`config.mk`:
```
export PLATFORM = sky130hd
export DESIGN_NAME = sdspi_arbiter
export DESIGN_NICKNAME = d
export VERILOG_FILES = /design/src/rtl/sdspi_arb_pkg.sv /design/src/rtl/sdspi_arbiter_rr_pick.sv /design/src/rtl/sdspi_arbiter.sv
export SDC_FILE = /design/constraint.sdc
export NUM_CORES = 1
export LEC_CHECK = 0
export CAP_MARGIN = 0
export CELL_PAD_IN_SITES_DETAIL_PLACEMENT = 0
export CELL_PAD_IN_SITES_GLOBAL_PLACEMENT = 1
export CORE_UTILIZATION = 19
export CTS_BUF_LIST = sky130_fd_sc_hd__clkbuf_4
export DETAILED_ROUTE_END_ITERATION = 6
export GPL_TIMING_DRIVEN = 0
export PLACE_DENSITY = 0.82
export SYNTH_ARGS = -nofsm -noshare
export SYNTH_HDL_FRONTEND = slang
export SYNTH_HIERARCHICAL = 1
export SYNTH_SLANG_ARGS = --single-unit
```
`constraint.sdc`:
```
create_clock -name clk -period 2.52 [get_ports clk]
set_input_delay 0.378 -clock clk [delete_from_list [all_inputs] [get_ports clk]]
set_output_delay 0.378 -clock clk [all_outputs]
set_load 0.02 [all_outputs]
```
`src/rtl/sdspi_arb_pkg.sv`:
```
// sdspi_arb_pkg: shared types and sizing helpers for the sdspi host arbiter
package sdspi_arb_pkg;
  typedef enum logic [2:0] {INIT_RST, INIT_WAIT, IDLE, OWN, DRAIN, ERROR} state_t;
  localparam int RST_CYCLES_DEF = 16;
  function automatic int cnt_w(input int n);
    return $clog2(n + 1);
  endfunction
endpackage

```
`src/rtl/sdspi_arbiter_rr_pick.sv`:
```
// rr_pick: combinational round-robin selector, first set req bit at or after ptr wins
module rr_pick #(
  parameter int N = 2,
  parameter int W = $clog2(N)
) (
  input  logic [N-1:0] req,
  input  logic [W-1:0] ptr,
  output logic         valid,
  output logic [W-1:0] index
);
  logic [W-1:0] j;
  // scan from the farthest offset down so the nearest requester overwrites the result last
  always_comb begin
    valid = 1'b0;
    index = '0;
    j = '0;
    for (int k = N - 1; k >= 0; k--) begin
      j = W'((int'(ptr) + k) % N);
      if (req[j]) begin
        valid = 1'b1;
        index = j;
      end
    end
  end
endmodule

```
`src/rtl/sdspi_arbiter.sv`:
```
// sdspi_arbiter: shares one sdspi host between N_REQ requesters with init sequencing and error fencing
module sdspi_arbiter
  import sdspi_arb_pkg::*;
#(
  parameter int N_REQ      = 2,
  parameter int RST_CYCLES = RST_CYCLES_DEF
) (
  input  logic                clk,
  input  logic                rst,
  input  logic [N_REQ-1:0]    req,
  output logic [N_REQ-1:0]    gnt,
  input  logic [N_REQ-1:0]    req_r_block,
  input  logic [N_REQ-1:0]    req_r_multi_block,
  input  logic [N_REQ-1:0]    req_r_byte,
  input  logic [N_REQ-1:0]    req_w_block,
  input  logic [N_REQ-1:0]    req_w_byte,
  input  logic [32*N_REQ-1:0] req_block_addr,
  input  logic [8*N_REQ-1:0]  req_data_in,
  output logic [N_REQ-1:0]    req_busy,
  output logic [7:0]          data_out,
  output logic                err,
  output logic                spi_rst,
  input  logic                spi_busy,
  input  logic                spi_err,
  input  logic [7:0]          spi_data_out,
  output logic                spi_r_block,
  output logic                spi_r_multi_block,
  output logic                spi_r_byte,
  output logic                spi_w_block,
  output logic                spi_w_byte,
  output logic [31:0]         spi_block_addr,
  output logic [7:0]          spi_data_in
);
  localparam int CW = cnt_w(RST_CYCLES);
  localparam int PW = $clog2(N_REQ);
  state_t        state;
  logic [CW-1:0] cnt;
  logic [PW-1:0] ptr, owner, pick, nxt;
  logic          pick_v, own;
  rr_pick #(.N(N_REQ), .W(PW)) u_pick (.req(req), .ptr(ptr), .valid(pick_v), .index(pick));
  assign nxt = (int'(owner) == N_REQ - 1) ? '0 : owner + 1'b1;
  assign own = state == OWN;
  assign data_out = spi_data_out;
  assign spi_r_block = own & req_r_block[owner];
  assign spi_r_multi_block = own & req_r_multi_block[owner];
  assign spi_r_byte = own & req_r_byte[owner];
  assign spi_w_block = own & req_w_block[owner];
  assign spi_w_byte = own & req_w_byte[owner];
  assign spi_block_addr = own ? req_block_addr[32*owner +: 32] : '0;
  assign spi_data_in = own ? req_data_in[8*owner +: 8] : '0;
  // only the current owner sees the real host busy; everyone else is told to wait
  always_comb begin
    req_busy = '1;
    if (own) req_busy[owner] = spi_busy;
  end
  // host init, round-robin ownership, drain and error fencing
  always_ff @(posedge clk) begin
    if (rst) begin
      state <= INIT_RST;
      cnt <= '0;
      gnt <= '0;
      err <= 1'b0;
      spi_rst <= 1'b1;
      ptr <= '0;
      owner <= '0;
    end else begin
      case (state)
        INIT_RST:
          if (cnt == CW'(RST_CYCLES - 1)) begin
            state <= INIT_WAIT;
            spi_rst <= 1'b0;
          end else cnt <= cnt + 1'b1;
        INIT_WAIT:
          if (spi_err) begin
            state <= ERROR;
            err <= 1'b1;
          end else if (!spi_busy) state <= IDLE;
        IDLE:
          if (pick_v) begin
            state <= OWN;
            owner <= pick;
            gnt <= N_REQ'(1) << pick;
          end
        OWN:
          if (spi_err) begin
            state <= ERROR;
            err <= 1'b1;
            gnt <= '0;
          end else if (!req[owner]) begin
            gnt <= '0;
            state <= spi_busy ? DRAIN : IDLE;
            if (!spi_busy) ptr <= nxt;
          end
        DRAIN:
          if (spi_err) begin
            state <= ERROR;
            err <= 1'b1;
          end else if (!spi_busy) begin
            state <= IDLE;
            ptr <= nxt;
          end
        ERROR:
          if (req == '0) begin
            state <= INIT_RST;
            cnt <= '0;
            spi_rst <= 1'b1;
          end
        default: state <= INIT_RST;
      endcase
    end
  end
endmodule

```
==> results of run 1 <==
## cell families (layout without fill, tap and decap cells)
group | count (synthesis) | after routing | share of synthesized area
xor+xnor | 3 | 3 | 0.0165
compound gates | 26 | 26 | 0.127
buf+inv | 30 | 187 | 0.0968
fa+ha+maj | 2 | 2 | 0.0157
simple gates | 85 | 85 | 0.249
flops | 14 | 14 | 0.176
mux | 50 | 50 | 0.319
## cells in the final DEF (no fill, tap or decap), drive strengths merged, types with 2 or more instances in the layout
cell | Yosys | routed
mux2 | 2 | 2
ha | 2 | 2
and2 | 2 | 2
nor2b | 2 | 2
a32o | 2 | 2
a22oi | 2 | 2
dlygate4sd2 | 0 | 37
dfxtp | 14 | 14
clkdlybuf4s15 | 0 | 2
nand2 | 4 | 4
o211ai | 2 | 2
a211oi | 2 | 2
buf | 17 | 16
nor4bb | 2 | 2
a21oi | 6 | 6
xor2 | 3 | 3
inv | 4 | 4
nand3 | 2 | 2
or2 | 2 | 2
nor3b | 2 | 2
nand3b | 2 | 2
clkdlybuf4s50 | 0 | 109
mux2i | 48 | 48
clkbuf | 9 | 14
dlymetal6s2s | 0 | 4
nand2b | 2 | 2
a21boi | 2 | 2
nor2 | 58 | 58
## power groups by stage
stage	combinational, mW	clock, mW	sequential, mW
CTS	1.00	0.143	0.299
global route	1.09	0.153	0.305
detailed placement	1.03	0	0.304
finish	0.999	0.136	0.299
global placement	1.02	0	0.303
floorplan	0.616	0	0.309
## critical path, delay by kind of cell (launching register included)
family                 cells  cell delay, ns
buffers and inverters      3            1.06
AND/OR/NAND/NOR            2            0.26
flip-flops                 1            0.41
## synth_stat cells, drive strengths merged, types with 3 or more instances
cell type | count | area [µm²]
inv | 4 | 15.0
nand2 | 4 | 15.0
xor2 | 3 | 26.3
a21oi | 6 | 30.0
dfxtp | 14 | 280
nor2 | 58 | 218
clkbuf | 9 | 35.0
mux2i | 48 | 480
buf | 17 | 104
## cell type report
cell class / instances / area [µm²] / area share
buffer: 26 / 154 / 0.0474
clock buffer: 3 / 22.5 / 0.00693
clock inverter: 1 / 3.75 / 0.00116
inverter: 4 / 15.0 / 0.00462
multi-input combinational: 166 / 1150 / 0.356
sequential: 14 / 280 / 0.0863
tap: 102 / 128 / 0.0393
timing repair buffer: 153 / 1490 / 0.459
## metal layers
metal	up-vias	GRT usage	share of wire
met1	904	0.148	0.38
met2	97	0.268	0.52
met4	0	0.0513	0.015
met5	-	0	0
met3	8	0.0293	0.078
li1	1036	-	-
## registers in the layout, indices dropped and copies added (netlist names)
| register | flops |
|---|---|
| err | 1 |
| spi_rst | 1 |
| owner | 1 |
| ptr | 1 |
| state | 3 |
| gnt | 2 |
| cnt | 5 |
## stage by stage
step	utilization	hold slack, ns	cell area [µm²]	TNS [ns]
3_3_place_gp	0.412	0.435	3250	-0.997
4_1_cts	0.410	0.468	3240	0
2_1_floorplan	-	0.448	1590	0
6_report	0.412	0.460	3250	0
3_5_place_dp	0.412	0.446	3250	-0.594
5_1_grt	0.412	0.503	3250	0
## worst paths after layout
kind,cells after the start,end,from
min,1,spi_rst$_SDFFE_PP1P_,spi_rst$_SDFFE_PP1P_
max,5,spi_r_byte,state[1]$_SDFFE_PP0P_
max reg2reg,7,state[2]$_SDFFE_PP0P_,cnt[0]$_SDFFE_PP0P_
min reg2reg,1,spi_rst$_SDFFE_PP1P_,spi_rst$_SDFFE_PP1P_
## repair_timing
item	in CTS	in global routing
hold buffers	0	0
setup endpoints to repair	46	14
gates resized for setup	49	9
buffers inserted	0	0
==> summary.md, run 1 <==
| Metric | Value |
|---|---|
| Status | finished clean |
| 1st-pass router iterations | 4 |
| First-pass GRT wire length | 9.73 mm |
| Num ports | 163 |
| Via Count | 2045 |
| Vias per inst | 4.36 |
| Pwr dens | 441 nW/µm² |
| Clk buf depth | 2 |
| Area grow syn2layout | 104% |
| EDFF count, synth | 0 |
| Initial core utilization | 0.201 |
| Worst Hold Class | flop to flop |
| Final nets | 474 |
| Comb pwr share | 0.697 |
| Syn Area/Cell | 7.57 µm² |
| Starting DRT DRC Count | 50 |
| GRT Total Usage | 0.140 |
| Crit path DAT | 2.01 ns |
| Final ANT Viol Nets | 0 |
| Pleak | 1.38 nW |
| Clock share of power | 0.095 |
| DIE AREA | 8730 µm² |
| Max-Slew Margin vs Limit | 0.509 |
| Clock transition at path regs | 0.09 ns |
| Worst Setup Slack post-DPL | -0.0473 ns |
| CP Max Fanout | 10 |
| Total power | 1.43 mW |
| Share of cells above drive strength 1 | 0.0872 |
| Placed cells | 465 |
| Main flop type after synthesis | dfxtp_1 |
| Die extent in x | 93.5 µm |
| TritonCTS clock tree | done |
| CP Cell Sequence | buf_4 > nand3b_1 > buf_2 > nor2_1 > clkdlybuf4s50_1 |
| Core Rows | 32 |
| DR WL/cell | 13.1 µm |
| RD Place Congestion | 0.800 |
| Post-Syn Area | 1590 µm² |
| Skew final | 0.00545 ns |
| Critical path class | flop to output port |
| CTS sink cnt | 14 |
| Final Hold Viols | 0 |
| Crit start category | flop |
| # H-tree levels | 1 |
| Worst Max-Slew Pin Slew | 0.736 ns |
| Reg power frac | 0.208 |
| Peak VDD IR | 0.169 mV |
| Height of the die | 93.5 µm |
| Fillers | 820 |
| Crit path max-delay cell type | clkdlybuf4s50_1 |
| Tmin final | 2.39 ns |
| WL final | 6.13 mm |
| CP endpoint kind | output port |
| Period utilisation layout | 0.948 |
| Req. time, crit path | 2.14 ns |
| Yosys cell types | 47 |
| Switching Fraction | 0.423 |
| Register area share after synthesis | 0.176 |
| CTS Buf Count | 3 |
| R2R setup slack | 0.46 ns |
| Root buffer cell | clkbuf_4 |
| Final HPWL DP | 5.19 mm |
| Clock Latency Late Sink | 0.28 ns |
| Post-Layout Cell Count | 469 |
| Syn Nets | 316 |
| Vias in the first global route | 2102 |
| Largest net degree at the start of global routing | 11 |
| Number of max-cap violations | 0 |
| Gr ovfl total | 0 |
| Max incr delay on CP | 0.63 ns |
| Yosys reg bits | 14 |
| Final setup violation count | 0 |
| Port bufs | 153 |
| Fraction of registers with async set/reset | 0 |
| Int Pwr | 0.827 mW |
| Gate Count Post-Synth | 210 |
| Core Area | 7890 µm² |
| Ant diodes | 0 |
| Drc violations | 0 |
| Antenna violations before repair | 0 |
| YS warnings | 6 |
| Fin. max-slew vios | 0 |
| Post-route setup slack | 0.130 ns |
| Fmax | 418 MHz |
| Unrepaired setup endpoints after global routing | no |
| Net Sw Power | 0.607 mW |
(Power assumes the default switching activity.)
==> run 2: changes to the inputs <==
ABC_CLOCK_PERIOD_IN_PS = 2520   (was not set)
CORE_MARGIN = 4   (was not set)
==> run 2 against run 1 <==
Cell count grew 0.64%. Fmax grew 0.86%. Highest routed layer unchanged. Sequential cell count is the same. Combinational power is essentially flat.
==> summary.md, run 2 (synthesis gave the netlist of run 1 again) <==
| Metric | Value |
|---|---|
| Share of cells above drive strength 1 | 0.101 |
| WHS Path Cells | 1 |
| Root buffer cell | clkbuf_4 |
| Pwr dens | 441 nW/µm² |
| Tmin final | 2.37 ns |
| Antenna violations before repair | 0 |
| Largest net degree at the start of global routing | 11 |
| Final setup violation count | 0 |
| RD Place Congestion | 0.851 |
| 1st-pass router iterations | 4 |
| Drc violations | 0 |
| Height of the die | 99.5 µm |
| CP Max Fanout | 10 |
| Top flop regs | cnt (5), state (3), gnt (2) |
| Vias in the first global route | 2106 |
| Crit path DAT | 1.99 ns |
| Core Rows | 33 |
| Area grow syn2layout | 104% |
| TritonCTS clock tree | done |
| Num ports | 163 |
| GRT Total Usage | 0.125 |
| Worst Setup Slack post-DPL | -0.126 ns |
| Clock transition at path regs | 0.10 ns |
| Fillers | 840 |
| Via Count | 2065 |
| Req. time, crit path | 2.14 ns |
| Commonest non-fill, non-tap cells in the layout | clkdlybuf4s50_1, nor2_1, mux2i_1 |
| Fin. max-slew vios | 0 |
| Multi-input logic area | 1150 µm² |
| Placed cells | 468 |
| Placed Instance Area | 3250 µm² |
| Initial core utilization | 0.194 |
| Final ANT Viol Nets | 0 |
| Commonest non-fill, non-tap cell in the layout | clkdlybuf4s50_1 |
| DR WL/cell | 13.6 µm |
| Largest Register | cnt |
| Net Sw Power | 0.605 mW |
| Int Pwr | 0.827 mW |
| Clock Latency Late Sink | 0.28 ns |
| CTS sink cnt | 14 |
| Post-route setup slack | 0.150 ns |
| Critical path class | flop to output port |
| Max FFs per register | 5 |
| Fmax | 422 MHz |
| Crit start category | flop |
| Number of max-cap violations | 0 |
| Post-Layout Inst Area | 3250 µm² |
| Final Hold Viols | 0 |
| Die extent in x | 99.5 µm |
| CP endpoint kind | output port |
| Port bufs | 153 |
| Status | finished clean |
| Worst Max-Slew Pin Slew | 0.486 ns |
| Sequential Area | 280 µm² |
| Max-Slew Margin vs Limit | 0.676 |
| Core Area | 8180 µm² |
| Comb pwr share | 0.696 |
| Post-Layout Cell Count | 472 |
| Cts hold-fix bufs | 0 |
| Period utilisation layout | 0.940 |
| Clk buf depth | 2 |
| Switching Fraction | 0.422 |
| Pleak | 1.40 nW |
| Unrepaired setup endpoints after global routing | no |
| Peak VDD IR | 0.157 mV |
| Final HPWL DP | 5.54 mm |
| Worst Hold Class | flop to flop |
| Gr ovfl total | 0 |
| # H-tree levels | 1 |
| Final nets | 474 |
| Vias per inst | 4.38 |
| DIE AREA | 9890 µm² |
| R2R depth | 7 |
| Reg power frac | 0.208 |
| Skew final | 0.00727 ns |
| Clock share of power | 0.095 |
| First-pass GRT wire length | 10.3 mm |
| Starting DRT DRC Count | 19 |
| Ant diodes | 0 |
| CTS Buf Count | 3 |
| WL final | 6.41 mm |
## run 2: cell count changes in the layout (fill, tap and decap cells not counted), sizes merged
cell / previous run / this run
dlygate4sd2: 37 / 31
clkdlybuf4s50: 109 / 107
clkbuf: 14 / 19
buf: 16 / 15
clkdlybuf4s15: 2 / 4
dlymetal6s2s: 4 / 6
## run 2: cell type report
| class | count | share of cell area |
|---|---|---|
| well taps | 105 | 0.0404 |
| inverters | 4 | 0.00462 |
| plain buffers | 26 | 0.0485 |
| flip-flops and latches | 14 | 0.0863 |
| clock inverters | 1 | 0.00116 |
| multi-input cells | 166 | 0.356 |
| repair buffers | 153 | 0.456 |
| clock buffers | 3 | 0.00693 |
## run 2: critical path, stage by stage (launching register included)
cell and delay [ns]:
dfxtp_1 0.41, buf_4 0.20, nand3b_1 0.16, clkbuf_4 0.23
clkbuf_2 0.21, nor2_1 0.17, clkdlybuf4s15_1 0.33
## run 2: final timing paths
kind | to | start | slack [ns]
setup reg to reg | state[2]$_SDFFE_PP0P_ | cnt[0]$_SDFFE_PP0P_ | 0.56
setup / recovery | spi_block_addr[18] | state[1]$_SDFFE_PP0P_ | 0.15
hold / removal | spi_rst$_SDFFE_PP1P_ | spi_rst$_SDFFE_PP1P_ | 0.47
hold reg to reg | spi_rst$_SDFFE_PP1P_ | spi_rst$_SDFFE_PP1P_ | 0.47
## run 2: power groups by stage
stage                     Clock (mW)  Sequential, mW  Combinational, mW
after floorplan                    0           0.309              0.616
after global placement             0           0.303               1.02
after detailed placement           0           0.304               1.03
after CTS                      0.139           0.299               1.01
after global routing           0.150           0.305               1.09
final                          0.136           0.299              0.997
## run 2: per-stage QoR
step | utilization | hold slack [ns] | power (mW) | setup TNS, ns
after floorplan | - | 0.448 | 0.926 | 0
after global placement | 0.398 | 0.439 | 1.32 | -2.90
after detailed placement | 0.398 | 0.448 | 1.33 | -3.43
after CTS | 0.396 | 0.470 | 1.44 | 0
after global routing | 0.397 | 0.520 | 1.54 | 0
final | 0.397 | 0.469 | 1.43 | 0
## run 2: repair_timing
| item | in CTS | in global routing |
|---|---|---|
| buffers inserted | 0 | 0 |
| gates resized for setup | 48 | 24 |
| endpoints found under the setup margin | 46 | 18 |
## run 2: routing by layer
layer,global-route usage,part of all wire
met4,0.0252,0.012
met3,0.0470,0.10
met2,0.232,0.51
met5,0,0
met1,0.134,0.38
==> run 3: changes to the inputs <==
ABC_CLOCK_PERIOD_IN_PS = 2200   (was 2520)
CTS_CLUSTER_DIAMETER = 200   (was not set)
HOLD_SLACK_MARGIN = 0.03   (was not set)
clock period = 2.2 ns   (was 2.52 ns; I/O delays follow)
==> run 3 against run 2 <==
Register-to-register slack got worse by 0.32 ns. First-iteration DRC count increased by 16%. Critical endpoint is now spi_block_addr[8]. Utilization fell by 1.6 points. Sequential power up 15%. Cell count rose by 0.21%. Largest power group unchanged. Worst hold slack got worse by 0.021 ns. Clock skew is 0.00095 ns lower. Global-route usage rose by 0.058 points. Clock power increased by 15%. Critical path type unchanged. Design area is 3.9% lower. Largest cell class unchanged. Worst setup slack lost 0.063 ns.
==> summary.md, run 3 (synthesis gave the netlist of run 1 again) <==
| Metric | Value |
|---|---|
| Top Metal Used | met4 |
| Crit path max-delay cell type | dfxtp_1 |
| Height of the die | 99.5 µm |
| Die extent in x | 99.5 µm |
| WL final | 6.45 mm |
| Placed Instance Area | 3250 µm² |
| DR WL/cell | 13.6 µm |
| CP bufs+invs | 4 |
| Worst R2R Start | cnt[0]$_SDFFE_PP0P_ |
| Largest Register | cnt |
| Final nets | 475 |
| Via Count | 2062 |
| Tmin final | 2.11 ns |
| Ant diodes | 0 |
| Final Util | 0.382 |
| Status | finished clean |
| Commonest non-fill, non-tap cell in the layout | clkdlybuf4s50_1 |
| Largest net degree at the start of global routing | 11 |
| Max-Slew Margin vs Limit | 0.681 |
| TritonCTS clock tree | done |
| Post-Layout Inst Area | 3120 µm² |
| Worst Setup Slack post-DPL | -0.398 ns |
| Total power | 1.64 mW |
| R2R Path End | state[2]$_SDFFE_PP0P_ |
| Fin. max-slew vios | 0 |
| Worst hold start | rst |
| Area grow syn2layout | 96.4% |
| R2R setup slack | 0.24 ns |
| Num ports | 163 |
| Pwr dens | 525 nW/µm² |
| CP Cell Sequence | buf_2 > nand3b_1 > clkbuf_8 > buf_2 > nor2_1 > clkdlybuf4s15_2 |
| Core Area | 8180 µm² |
| Root buffer cell | clkbuf_4 |
| Setup TNS | 0 ns |
| GRT Total Usage | 0.125 |
| Max incr delay on CP | 0.30 ns |
| Worst Hold Class | input port to flop |
| Critical path's most frequent cell | buf_2 |
| Crit start category | flop |
| Met2 WL | 3.32 mm |
| Worst path top cell family by delay | buffers and inverters |
| Clk buf depth | 2 |
| DRT met1 WL | 2.40 mm |
| DIE AREA | 9890 µm² |
| Initial core utilization | 0.194 |
| 1st-pass router iterations | 4 |
| Post-route setup slack | 0.0878 ns |
| Peak VDD IR | 0.179 mV |
| Commonest non-fill, non-tap cells in the layout | clkdlybuf4s50_1, nor2_1, mux2i_1 |
| WHS Path Cells | 2 |
| Max FFs per register | 5 |
| CTS sink cnt | 14 |
| CTS Buf Count | 3 |
| Pleak | 1.24 nW |
| Top flop regs | cnt (5), state (3), gnt (2) |
| Critical path class | flop to output port |
| # H-tree levels | 1 |
| Clock transition at path regs | 0.09 ns |
| Skew final | 0.00633 ns |
| RD Place Congestion | 0.851 |
| Final setup violation count | 0 |
| Crit path DAT | 1.78 ns |
| Gr ovfl total | 0 |
| Vias in the first global route | 2112 |
| Final HPWL DP | 5.54 mm |
| Req. time, crit path | 1.87 ns |
| Vias per inst | 4.36 |
| Number of max-cap violations | 0 |
| Clock Latency Late Sink | 0.28 ns |
| CP Max Fanout | 10 |
| Drc violations | 0 |
| Share of cells above drive strength 1 | 0.201 |
| Antenna violations before repair | 0 |
| Port bufs | 153 |
| Worst Max-Slew Pin Slew | 0.479 ns |
| First-pass GRT wire length | 10.3 mm |
| Final Hold Viols | 0 |
| CP endpoint kind | output port |
| Worst Hold Path EP | owner$_SDFFE_PP0P_ |
| Core Rows | 33 |
| Period utilisation layout | 0.960 |
| Final ANT Viol Nets | 0 |
| Met3 wire len | 645 µm |
| R2R depth | 7 |
| Fmax | 473 MHz |
| Starting DRT DRC Count | 22 |
[run 3: layer usage]
metal / global-route usage / vias up
met5: 0 / -
met4: 0.0252 / 0
met3: 0.0463 / 9
met2: 0.236 / 94
met1: 0.134 / 924
li1: - / 1035
[run 3: layout make-up]
cell class / instances / area, µm²
clock buffers: 3 / 22.5
clock inverters: 1 / 3.75
fillers: 866 / 5050
flip-flops and latches: 14 / 282
well taps: 105 / 131
inverters: 4 / 15.0
multi-input cells: 166 / 1150
repair buffers: 154 / 1340
plain buffers: 26 / 175
[run 3: worst reg2reg max path: cells and delay by family (launching register included)]
| family | cells | cell delay (ns) |
|---|---|---|
| simple gates | 2 | 0.40 |
| mux | 1 | 0.19 |
| fa+ha+maj | 2 | 0.44 |
| flops | 1 | 0.34 |
| compound gates | 2 | 0.48 |
[run 3: power by group]
group          internal (mW)  leakage [nW]  switching, mW  total, mW
logic                  0.565          1.11          0.573       1.14
registers              0.311         0.115         0.0326      0.344
clock network         0.0658        0.0154         0.0898      0.156
total                  0.942          1.24          0.695       1.64
[run 3: worst max path at each step]
stage / slack, ns / from / end / cells after the start
2_1_floorplan: 0.45 / cnt[0]$_SDFFE_PP0P_ / state[2]$_SDFFE_PP0P_ / 7
3_3_place_gp: -0.40 / state[1]$_SDFFE_PP0P_ / spi_block_addr[18] / 6
3_5_place_dp: -0.40 / state[1]$_SDFFE_PP0P_ / spi_block_addr[4] / 6
4_1_cts: 0.0002 / state[2]$_SDFFE_PP0P_ / spi_data_in[3] / 6
5_1_grt: -0.002 / state[2]$_SDFFE_PP0P_ / spi_block_addr[8] / 6
6_report: 0.09 / state[2]$_SDFFE_PP0P_ / spi_block_addr[8] / 6
[run 3: stage by stage]
step	cells	hold slack (ns)
final	473	0.448
after global routing	473	0.488
after CTS	472	0.465
after detailed placement	468	0.448
after global placement	468	0.439
after floorplan	210	0.448
[run 3: what timing repair did]
item / in CTS / in global routing
setup endpoints to repair: 47 / 41
hold buffers: 0 / 0
gates cloned: 0 / 0
setup buffers: 0 / 1
resized for setup: 118 / 42
